## src/rtl/rvfi_bus_responder.sv

```systemverilog
`default_nettype none
// +----------------------------------------------------------------------------+
// | rvfi_bus_responder: NUM_PORTS independent in-order bus responders with a   |
// | per-request latency and backpressure-stable responses from free inputs.    |
// | Revision: 1.0                                                              |
// +----------------------------------------------------------------------------+
module rvfi_bus_responder #(
  parameter int NUM_PORTS   = 2,
  parameter int ADDR_WIDTH  = 32,
  parameter int DATA_WIDTH  = 32,
  parameter int FIFO_DEPTH  = 4,
  parameter int MAX_LATENCY = 7,
  parameter int LAT_W       = $clog2(MAX_LATENCY + 1),
  parameter int OCC_W       = $clog2(FIFO_DEPTH + 1)
) (
  input  logic                               clock,
  input  logic                               reset,
  input  logic [NUM_PORTS-1:0]               cmd_valid,
  output logic [NUM_PORTS-1:0]               cmd_ready,
  input  logic [NUM_PORTS*ADDR_WIDTH-1:0]    cmd_address,
  input  logic [NUM_PORTS-1:0]               cmd_write,
  input  logic [NUM_PORTS*DATA_WIDTH-1:0]    cmd_wdata,
  input  logic [NUM_PORTS*DATA_WIDTH/8-1:0]  cmd_wmask,
  input  logic [NUM_PORTS*LAT_W-1:0]         rand_delay,
  input  logic [NUM_PORTS*DATA_WIDTH-1:0]    rand_rdata,
  output logic [NUM_PORTS-1:0]               rsp_valid,
  input  logic [NUM_PORTS-1:0]               rsp_ready,
  output logic [NUM_PORTS*DATA_WIDTH-1:0]    rsp_rdata,
  output logic [NUM_PORTS*OCC_W-1:0]         occupancy
);

  localparam int PTR_W = $clog2(FIFO_DEPTH);
  localparam logic [OCC_W-1:0] C_FULL    = OCC_W'(FIFO_DEPTH);
  localparam logic [LAT_W-1:0] C_MAX_LAT = LAT_W'(MAX_LATENCY);

  typedef enum logic [1:0] {
    ST_EMPTY = 2'd0,
    ST_WAIT  = 2'd1,
    ST_RESP  = 2'd2
  } state_t;

  // Address and write payload exist only for the harness to observe.
  logic w_unused;
  assign w_unused = ^{cmd_address, cmd_wdata, cmd_wmask};

  for (genvar p = 0; p < NUM_PORTS; p++) begin : g_port
    state_t                r_state, w_state_nxt;
    logic [LAT_W-1:0]      r_cnt, w_cnt_nxt;
    logic [OCC_W-1:0]      r_occ, w_occ_nxt;
    logic [PTR_W-1:0]      r_rd_ptr, r_wr_ptr, w_rd_ptr_inc;
    logic [DATA_WIDTH-1:0] r_rdata, w_rdata_nxt;
    logic                  r_head_write, w_head_write_nxt;
    logic                  r_q_write [FIFO_DEPTH];
    logic [LAT_W-1:0]      r_q_delay [FIFO_DEPTH];
    logic                  w_ready, w_push, w_pop, w_load, w_load_write;
    logic                  w_from_input, w_enter_resp;
    logic [LAT_W-1:0]      w_raw_delay, w_in_delay, w_load_delay;

    assign w_raw_delay = rand_delay[p*LAT_W +: LAT_W];

    if ((2 ** LAT_W) - 1 > MAX_LATENCY) begin : g_clamp
      assign w_in_delay = (w_raw_delay > C_MAX_LAT) ? C_MAX_LAT : w_raw_delay;
    end else begin : g_no_clamp
      assign w_in_delay = w_raw_delay;
    end

    assign w_ready      = reset && (r_occ != C_FULL);
    assign w_push       = cmd_valid[p] && w_ready;
    assign w_pop        = (r_state == ST_RESP) && rsp_ready[p];
    assign w_occ_nxt    = r_occ + OCC_W'(w_push) - OCC_W'(w_pop);
    assign w_rd_ptr_inc = r_rd_ptr + PTR_W'(1);
    assign w_load       = ((r_state == ST_EMPTY) || w_pop) && (w_occ_nxt != '0);
    // Nothing left behind the popped head: the new head is the command accepted now.
    assign w_from_input = (r_occ == OCC_W'(w_pop));
    assign w_load_write = w_from_input ? cmd_write[p] : r_q_write[w_rd_ptr_inc];
    assign w_load_delay = w_from_input ? w_in_delay   : r_q_delay[w_rd_ptr_inc];

    always_comb begin
      w_state_nxt      = r_state;
      w_cnt_nxt        = r_cnt;
      w_head_write_nxt = r_head_write;
      w_enter_resp     = 1'b0;
      if (w_load) begin
        w_head_write_nxt = w_load_write;
        if (w_load_delay == '0) begin
          w_state_nxt  = ST_RESP;
          w_cnt_nxt    = '0;
          w_enter_resp = 1'b1;
        end else begin
          w_state_nxt = ST_WAIT;
          w_cnt_nxt   = w_load_delay;
        end
      end else if (w_pop) begin
        w_state_nxt = ST_EMPTY;
        w_cnt_nxt   = '0;
      end else if (r_state == ST_WAIT) begin
        w_cnt_nxt = r_cnt - LAT_W'(1);
        if (r_cnt == LAT_W'(1)) begin
          w_state_nxt  = ST_RESP;
          w_enter_resp = 1'b1;
        end
      end
      w_rdata_nxt = r_rdata;
      if (w_enter_resp) begin
        w_rdata_nxt = w_head_write_nxt ? '0 : rand_rdata[p*DATA_WIDTH +: DATA_WIDTH];
      end
    end

    always_ff @(posedge clock or negedge reset) begin
      if (!reset) begin
        r_state      <= ST_EMPTY;
        r_cnt        <= '0;
        r_occ        <= '0;
        r_rdata      <= '0;
        r_head_write <= 1'b0;
      end else begin
        r_state      <= w_state_nxt;
        r_cnt        <= w_cnt_nxt;
        r_occ        <= w_occ_nxt;
        r_rdata      <= w_rdata_nxt;
        r_head_write <= w_head_write_nxt;
      end
    end

    always_ff @(posedge clock or negedge reset) begin
      if (!reset) begin
        r_wr_ptr <= '0;
        r_rd_ptr <= '0;
        for (int i = 0; i < FIFO_DEPTH; i++) begin
          r_q_write[i] <= 1'b0;
          r_q_delay[i] <= '0;
        end
      end else begin
        if (w_push) begin
          r_q_write[r_wr_ptr] <= cmd_write[p];
          r_q_delay[r_wr_ptr] <= w_in_delay;
          r_wr_ptr            <= r_wr_ptr + PTR_W'(1);
        end
        if (w_pop) begin
          r_rd_ptr <= w_rd_ptr_inc;
        end
      end
    end

    assign cmd_ready[p]                            = w_ready;
    assign rsp_valid[p]                            = (r_state == ST_RESP);
    assign rsp_rdata[p*DATA_WIDTH +: DATA_WIDTH]   = r_rdata;
    assign occupancy[p*OCC_W +: OCC_W]             = r_occ;
  end

endmodule
`default_nettype wire

```

## config.mk

```make
export PLATFORM = sky130hd
export DESIGN_NAME = rvfi_bus_responder
export DESIGN_NICKNAME = d
export VERILOG_FILES = /design/src/rtl/rvfi_bus_responder.sv
export SDC_FILE = /design/constraint.sdc
export NUM_CORES = 1
export LEC_CHECK = 0
export CORE_MARGIN = 5
export CORE_UTILIZATION = 43
export CTS_BUF_LIST = sky130_fd_sc_hd__clkbuf_2
export DETAILED_ROUTE_END_ITERATION = 6
export PLACE_DENSITY = 0.87
export REMOVE_ABC_BUFFERS = 1
export SYNTH_ARGS = -nofsm -noshare
export SYNTH_HDL_FRONTEND = slang
export SYNTH_SLANG_ARGS = --single-unit
```

## constraint.sdc

```tcl
create_clock -name clock -period 3.95 [get_ports clock]
set_input_delay 0.79 -clock clock [delete_from_list [all_inputs] [get_ports clock]]
set_output_delay 0.79 -clock clock [all_outputs]
set_load 0.01 [all_outputs]
```

# Yosys cells after proc, flatten, opt, wreduce, memory -nomap -nowiden
# Cells that the tools add are included.
# totals
regBits	122
latch_bits	0
ramBits	0
rom_bits	0
elab_cells	144
memories	0
# classes
addsub	10
multipliers	0
div	0
magnitude_cmp	6
eq_ne	10
shift	0
muxes	60
bitwise_logic	4
n_reduce_logical	24
# ops
cell	n
$mux W32	2
$mux W3	16
$bwmux W12	2
$mux W1	20
$mux W2	10
$reduce_bool A3 Y1	6
$bmux W3 S2	2
$demux W3 S2	2
$ge A3 B3 Y1 const B	4
$not A2 Y3	4
$logic_and A1 B1 Y1	10
$add A2 B1 Y2 const B	4
$bwmux W4	2
$add A3 B1 Y3	2
$eq A3 B1 Y1	2
$eq A3 B1 Y1 const B	2
$logic_not A3 Y1	2
$lt A3 B1 Y1 const B	2
$ne A3 B3 Y1 const B	2
$sub A3 B1 Y3	2
$sub A3 B1 Y3 const B	2
$bmux W1 S2	2
$demux W1 S2	2
$eq A2 B1 Y1 const B	2
other kinds (4)	8

# Longest topological paths before layout
# depth
word_depth	9
depth_mapped	16

# Worst setup path before layout
# No wires, ideal clock.
# synth_path
kind	input-to-reg
startpoint	input port reset
endpoint	register g_port[1].r_rdata[10]
arrival_ps	3773
slack_ps	52
stages	14
n_path_buf	3
path_cell_list	a21boi_0 and2_1 clkbuf_1 inv_1 ha_1 inv_1 ha_1 fa_1 xnor3_2 o311ai_4 o31a_1 buf_6 buf_12 mux2_4
# synth_between
elab_chain_len	8
word_cells_on_any_way	9
classes_between	2 x add/sub; 3 x mux; 4 x reduce/logical
# synth_rtl
element	line	source
start, declared	17	input logic reset,
$logic_and A1 B1 Y1 (*)	67	assign w_ready = reset && (r_occ != C_FULL);
$logic_and A1 B1 Y1 (*)	68	assign w_push = cmd_valid[p] && w_ready;
$add A3 B1 Y3 (*)	70	assign w_occ_nxt = r_occ + OCC_W'(w_push) - OCC_W'(w_pop);
$sub A3 B1 Y3 (*)	70	
via g_port[1].w_occ_nxt[2]	49	logic [OCC_W-1:0] r_occ, w_occ_nxt;
$reduce_bool A3 Y1 (*)	72	assign w_load = ((r_state == ST_EMPTY) || w_pop) && (w_occ_nxt != '0);
$logic_and A1 B1 Y1 (*)	72	
$mux W1	83	if (w_load) begin
$mux W32	105	w_rdata_nxt = w_head_write_nxt ? '0 : rand_rdata[p*DATA_WIDTH +: DATA_WIDTH];
end signal, assigned	120	r_rdata <= w_rdata_nxt;
end, declared	51	logic [DATA_WIDTH-1:0] r_rdata, w_rdata_nxt;
# Mark *: on every way through the listed nets, which the timed path passes. The rest lies on a longest branch.
# A chain may end at the register's enable or synchronous reset.

# Worst setup path after layout
# layout_path
startpoint	register g_port[1].r_occ[1]
endpoint	register g_port[1].r_rdata[29]
# layout_between
elab_chain_len	9
word_cells_on_any_way	15
classes_between	2 x add/sub; 2 x eq/ne; 6 x mux; 5 x reduce/logical
# layout_rtl
element	line	source
start, declared	49	
start signal, assigned	119	r_occ <= w_occ_nxt;
$ne A3 B3 Y1	67	
$logic_and A1 B1 Y1	67	
$logic_and A1 B1 Y1	68	
$add A3 B1 Y3 (*)	70	
$sub A3 B1 Y3 (*)	70	
via g_port[1].w_occ_nxt[2]	49	
$reduce_bool A3 Y1 (*)	72	
$logic_and A1 B1 Y1 (*)	72	
$mux W1	83	
$mux W32	105	
# Marks and branches as above.

==> out/qor.txt <==
Outcome -> finished clean
Power density over cell area -> 408 mW/mm^2
Syn Area/Cell -> 11.7 um^2
Leakage power -> 3.54 nW
CTS tree -> yes
Synth-to-layout area growth -> 31.0%
Number of placement rows -> 44
Avg WL per Cell -> 16.0 um
Biggest area consumer among synthesized cells -> sky130_fd_sc_hd__dfrtp_1
Area of the core region -> 0.0145 mm^2
Remaining max-slew budget at the tightest pin -> 0.449
Category of the critical setup timing path -> reg2reg
# resized after CTS -> 0
H-Tree Level Count -> 4
Worst-path clk slew -> 160 ps
Smallest setup slack after layout -> 322 ps
Share of synthesized area occupied by flip-flops and latches -> 0.484
Largest stage delay on the critical path -> 500 ps
Critical Path, Cell by Cell -> nor2_1 -> a21boi_0 -> and2_1 -> inv_1 -> ha_1 -> inv_1 -> ha_1 -> fa_1 -> xnor3_2 -> o311ai_4 -> o31a_2 -> buf_4 -> mux2_4
Flip-flop and latch count after synthesis -> 122
Category of the worst setup path launch point -> flop
Layout Utilization -> 0.570
Total via count after detailed routing -> 4649
Number of inserted filler cells in the final layout -> 1204
Syn. warnings -> 0
Async set or reset register ratio after synthesis -> 1.00
Wire length after detailed routing -> 14.3 mm
Antenna violations before repair -> 0
Maximum number of pins on one net before global-route repair -> 68
Synthesized instance count -> 541
Part of the cycle the worst path needs -> 0.918
Area after DPL -> 0.00812 mm^2
Number of enable-type register cells in the synthesized netlist -> 0
Number of DRC violations after detailed-routing iteration 0 -> 181
Kind of cell adding the most delay to the critical path -> compound AO/OA/AOI/OAI gates
Die W -> 131 um
Num ports -> 288
Setup fix buffers added after clock tree synthesis -> 0
Slew at the pin closest to its max-slew limit -> 827 ps
Worst hold slack across all endpoints -> 348 ps
Total track usage -> 0.173
Clock root buffer -> sky130_fd_sc_hd__clkbuf_2
Cell variety after synth -> 51
CP max FO -> 6
# nets final -> 933
Min-delay worst type -> in2async
Largest cells by area after synthesis -> sky130_fd_sc_hd__dfrtp_1, sky130_fd_sc_hd__mux2_4, sky130_fd_sc_hd__mux2_2
Area of the mapped netlist -> 0.00630 mm^2
Hold violation total from the final report -> 0
Crit. End Element -> flop
Initial core utilization -> 0.435
Worst path slowest cell -> sky130_fd_sc_hd__dfrtp_1
Vias in the first global route -> 4811
Post-route minimum period -> 3630 ps
Pins Over Slew Limit -> 0
Max Clock Skew -> 24.0 ps
Final Power -> 3.37 mW
Critical path buffers and inverters -> 3
TritonCTS sink count -> 122
DP HPWL -> 10.5 mm
Port Buffer Count -> 151
# diodes -> 0
Fmax -> 276 MHz
Unrepaired setup endpoints after global routing -> no
Clock latency reported for the late side of the worst-skew pair -> 650 ps
CTS Buf Count -> 17
Number of iterations in the first detailed-routing pass -> 4
CP arrival -> 4160 ps
Post-detailed-route count of antenna-violating nets -> 0
Register-to-register path setup slack -> 320 ps
Die height -> 131 um
Number of remaining DRC errors -> 0
Number of vias per cell after detailed routing -> 5.19
Global-route wire length before repair -> 23.6 mm
Placement Setup Slack -> -118 ps
Worst VDD drop -> 0.411 mV
Area occupied by registers -> 0.00305 mm^2
Area taken by multi-input logic gates -> 0.00283 mm^2
Design Area, Final -> 0.00826 mm^2
Remaining global-route overflow -> 0
Final weighted congestion in routability-driven placement -> 0.835
Most frequently used flop master after synthesis -> sky130_fd_sc_hd__dfrtp_1
Maximum clock path buffer count -> 2
Full die area -> 0.0172 mm^2
Required @ worst endpoint -> 4480 ps
Max-capacitance violation count -> 0
Share of cells above drive strength 1 -> 0.191
Portion of synthesized cell area occupied by the leading cell type -> 0.484
CTS hold repair buffers -> 0
Final-report setup violation count -> 0
[cell usage after synthesis (2+ instances only)]
cell,number
sky130_fd_sc_hd__and2_1,5
sky130_fd_sc_hd__buf_2,20
sky130_fd_sc_hd__mux2_2,36
sky130_fd_sc_hd__nor4_1,2
sky130_fd_sc_hd__a21boi_0,2
sky130_fd_sc_hd__nor2b_1,2
sky130_fd_sc_hd__mux2i_4,2
sky130_fd_sc_hd__and3b_1,2
sky130_fd_sc_hd__nand2_1,88
sky130_fd_sc_hd__nor2_1,11
sky130_fd_sc_hd__o21ai_0,7
sky130_fd_sc_hd__dfrtp_1,122
sky130_fd_sc_hd__buf_4,3
sky130_fd_sc_hd__buf_6,2
sky130_fd_sc_hd__nor3_1,6
sky130_fd_sc_hd__a21oi_1,9
sky130_fd_sc_hd__ha_1,16
sky130_fd_sc_hd__inv_1,52
sky130_fd_sc_hd__xnor2_1,4
sky130_fd_sc_hd__a311oi_1,2
sky130_fd_sc_hd__clkbuf_1,8
sky130_fd_sc_hd__a221oi_1,2
sky130_fd_sc_hd__mux4_2,8
sky130_fd_sc_hd__o32ai_1,32
sky130_fd_sc_hd__o2bb2ai_1,32
sky130_fd_sc_hd__buf_12,3
sky130_fd_sc_hd__mux2_4,29
sky130_fd_sc_hd__o31a_1,2
sky130_fd_sc_hd__nor3b_1,2
sky130_fd_sc_hd__fa_1,2
sky130_fd_sc_hd__mux2i_1,7
sky130_fd_sc_hd__xor2_1,2
[kinds of logic (layout without fill, tap and decap cells)]
| kind of cell | after synthesis | after routing | share of synthesized area |
|---|---|---|---|
| buf+inv | 88 | 258 | 0.0683 |
| compound gates | 100 | 100 | 0.130 |
| flops | 122 | 122 | 0.484 |
| simple gates | 123 | 123 | 0.0832 |
| mux | 82 | 82 | 0.180 |
| xor+xnor | 8 | 8 | 0.0157 |
| fa+ha+maj | 18 | 18 | 0.0381 |
[power breakdown]
group	leakage, nW	switching [mW]	internal (mW)
combinational	1.99	0.484	0.641
clock	0.106	0.421	0.159
sequential	1.45	0.166	1.50
[final timing paths]
| kind | to | depth (start not counted) | from |
|---|---|---|---|
| max | g_port[1].r_rdata[29]$_DFFE_PN0P_ | 13 | g_port[1].r_occ[1]$_DFF_PN0_ |
| min | g_port[0].r_cnt[0]$_DFFE_PN0P_ | 2 | reset |
| max reg2reg | g_port[1].r_rdata[29]$_DFFE_PN0P_ | 13 | g_port[1].r_occ[1]$_DFF_PN0_ |
| min reg2reg | g_port[1].r_q_delay[3]$_DFFE_PN0P_ | 1 | g_port[1].r_q_delay[3]$_DFFE_PN0P_ |
| max in group asynchronous | g_port[1].r_rdata[25]$_DFFE_PN0P_ | 2 | reset |
| min in group clock | g_port[1].r_q_delay[3]$_DFFE_PN0P_ | 1 | g_port[1].r_q_delay[3]$_DFFE_PN0P_ |
[worst reg2reg max path: stages (launching register included)]
cell and delay, ps:
sky130_fd_sc_hd__dfrtp_1 500, sky130_fd_sc_hd__nor2_1 80, sky130_fd_sc_hd__a21boi_0 240, sky130_fd_sc_hd__and2_1 190, sky130_fd_sc_hd__inv_1 50, sky130_fd_sc_hd__ha_1 260
sky130_fd_sc_hd__inv_1 40, sky130_fd_sc_hd__ha_1 180, sky130_fd_sc_hd__fa_1 350, sky130_fd_sc_hd__xnor3_2 420, sky130_fd_sc_hd__o311ai_4 330, sky130_fd_sc_hd__o31a_2 350
sky130_fd_sc_hd__buf_4 220, sky130_fd_sc_hd__mux2_4 300
[through the flow]
| step | std cells | setup TNS [ps] |
|---|---|---|
| 2_1_floorplan | 505 | -61050 |
| 3_3_place_gp | 866 | -2800 |
| 3_5_place_dp | 866 | -5240 |
| 4_1_cts | 895 | 0 |
| 5_1_grt | 895 | 0 |
| 6_report | 895 | 0 |
[cell usage in the layout, fill, tap and decap left out, types with 2 or more instances in the layout]
| cell type | netlist | layout |
|---|---|---|
| sky130_fd_sc_hd__clkdlybuf4s50_1 | 0 | 150 |
| sky130_fd_sc_hd__dfrtp_1 | 122 | 122 |
| sky130_fd_sc_hd__nand2_1 | 88 | 88 |
| sky130_fd_sc_hd__inv_1 | 52 | 52 |
| sky130_fd_sc_hd__mux2_2 | 36 | 36 |
| sky130_fd_sc_hd__o32ai_1 | 32 | 32 |
| sky130_fd_sc_hd__o2bb2ai_1 | 32 | 32 |
| sky130_fd_sc_hd__mux2_4 | 29 | 29 |
| sky130_fd_sc_hd__clkbuf_2 | 0 | 23 |
| sky130_fd_sc_hd__buf_4 | 3 | 19 |
| sky130_fd_sc_hd__ha_1 | 16 | 16 |
| sky130_fd_sc_hd__nor2_1 | 11 | 11 |
| sky130_fd_sc_hd__a21oi_1 | 9 | 9 |
| sky130_fd_sc_hd__mux4_2 | 8 | 8 |
| sky130_fd_sc_hd__buf_12 | 3 | 8 |
| sky130_fd_sc_hd__mux2i_1 | 7 | 7 |
| sky130_fd_sc_hd__o21ai_0 | 7 | 7 |
| sky130_fd_sc_hd__nor3_1 | 6 | 6 |
| sky130_fd_sc_hd__and2_1 | 5 | 5 |
| sky130_fd_sc_hd__xnor2_1 | 4 | 4 |
| sky130_fd_sc_hd__clkinv_1 | 0 | 4 |
| sky130_fd_sc_hd__and3b_1 | 2 | 2 |
| sky130_fd_sc_hd__nor3b_1 | 2 | 2 |
| sky130_fd_sc_hd__mux2i_4 | 2 | 2 |
| sky130_fd_sc_hd__a21boi_0 | 2 | 2 |
| sky130_fd_sc_hd__o21ai_2 | 1 | 2 |
| sky130_fd_sc_hd__nor4_1 | 2 | 2 |
| sky130_fd_sc_hd__nor2b_1 | 2 | 2 |
| sky130_fd_sc_hd__xor2_1 | 2 | 2 |
| sky130_fd_sc_hd__a221oi_1 | 2 | 2 |
| sky130_fd_sc_hd__a311oi_1 | 2 | 2 |
| sky130_fd_sc_hd__fa_1 | 2 | 2 |
[layer usage]
metal	wire [um]	global-route usage
met5	0	0
met4	170	0.0532
met3	909	0.0490
met2	6980	0.274
met1	6250	0.233
[final cells by class]
class,instances,share of cell area
timing repair buffer,177,0.218
inverter,52,0.0236
clock inverter,6,0.00333
sequential,122,0.370
tap,184,0.0279
multi-input combinational,331,0.343
clock buffer,23,0.0139
[registers in the layout, summed over array words and instances (netlist names)]
signal	flops
g_port.r_wr_ptr	4
g_port.r_head_write	2
g_port.r_q_delay	24
g_port.r_state	4
g_port.r_occ	6
g_port.r_rdata	64
g_port.r_rd_ptr	4
g_port.r_cnt	6
g_port.r_q_write	8
No activity file was read; power rests on OpenSTA's default activity.
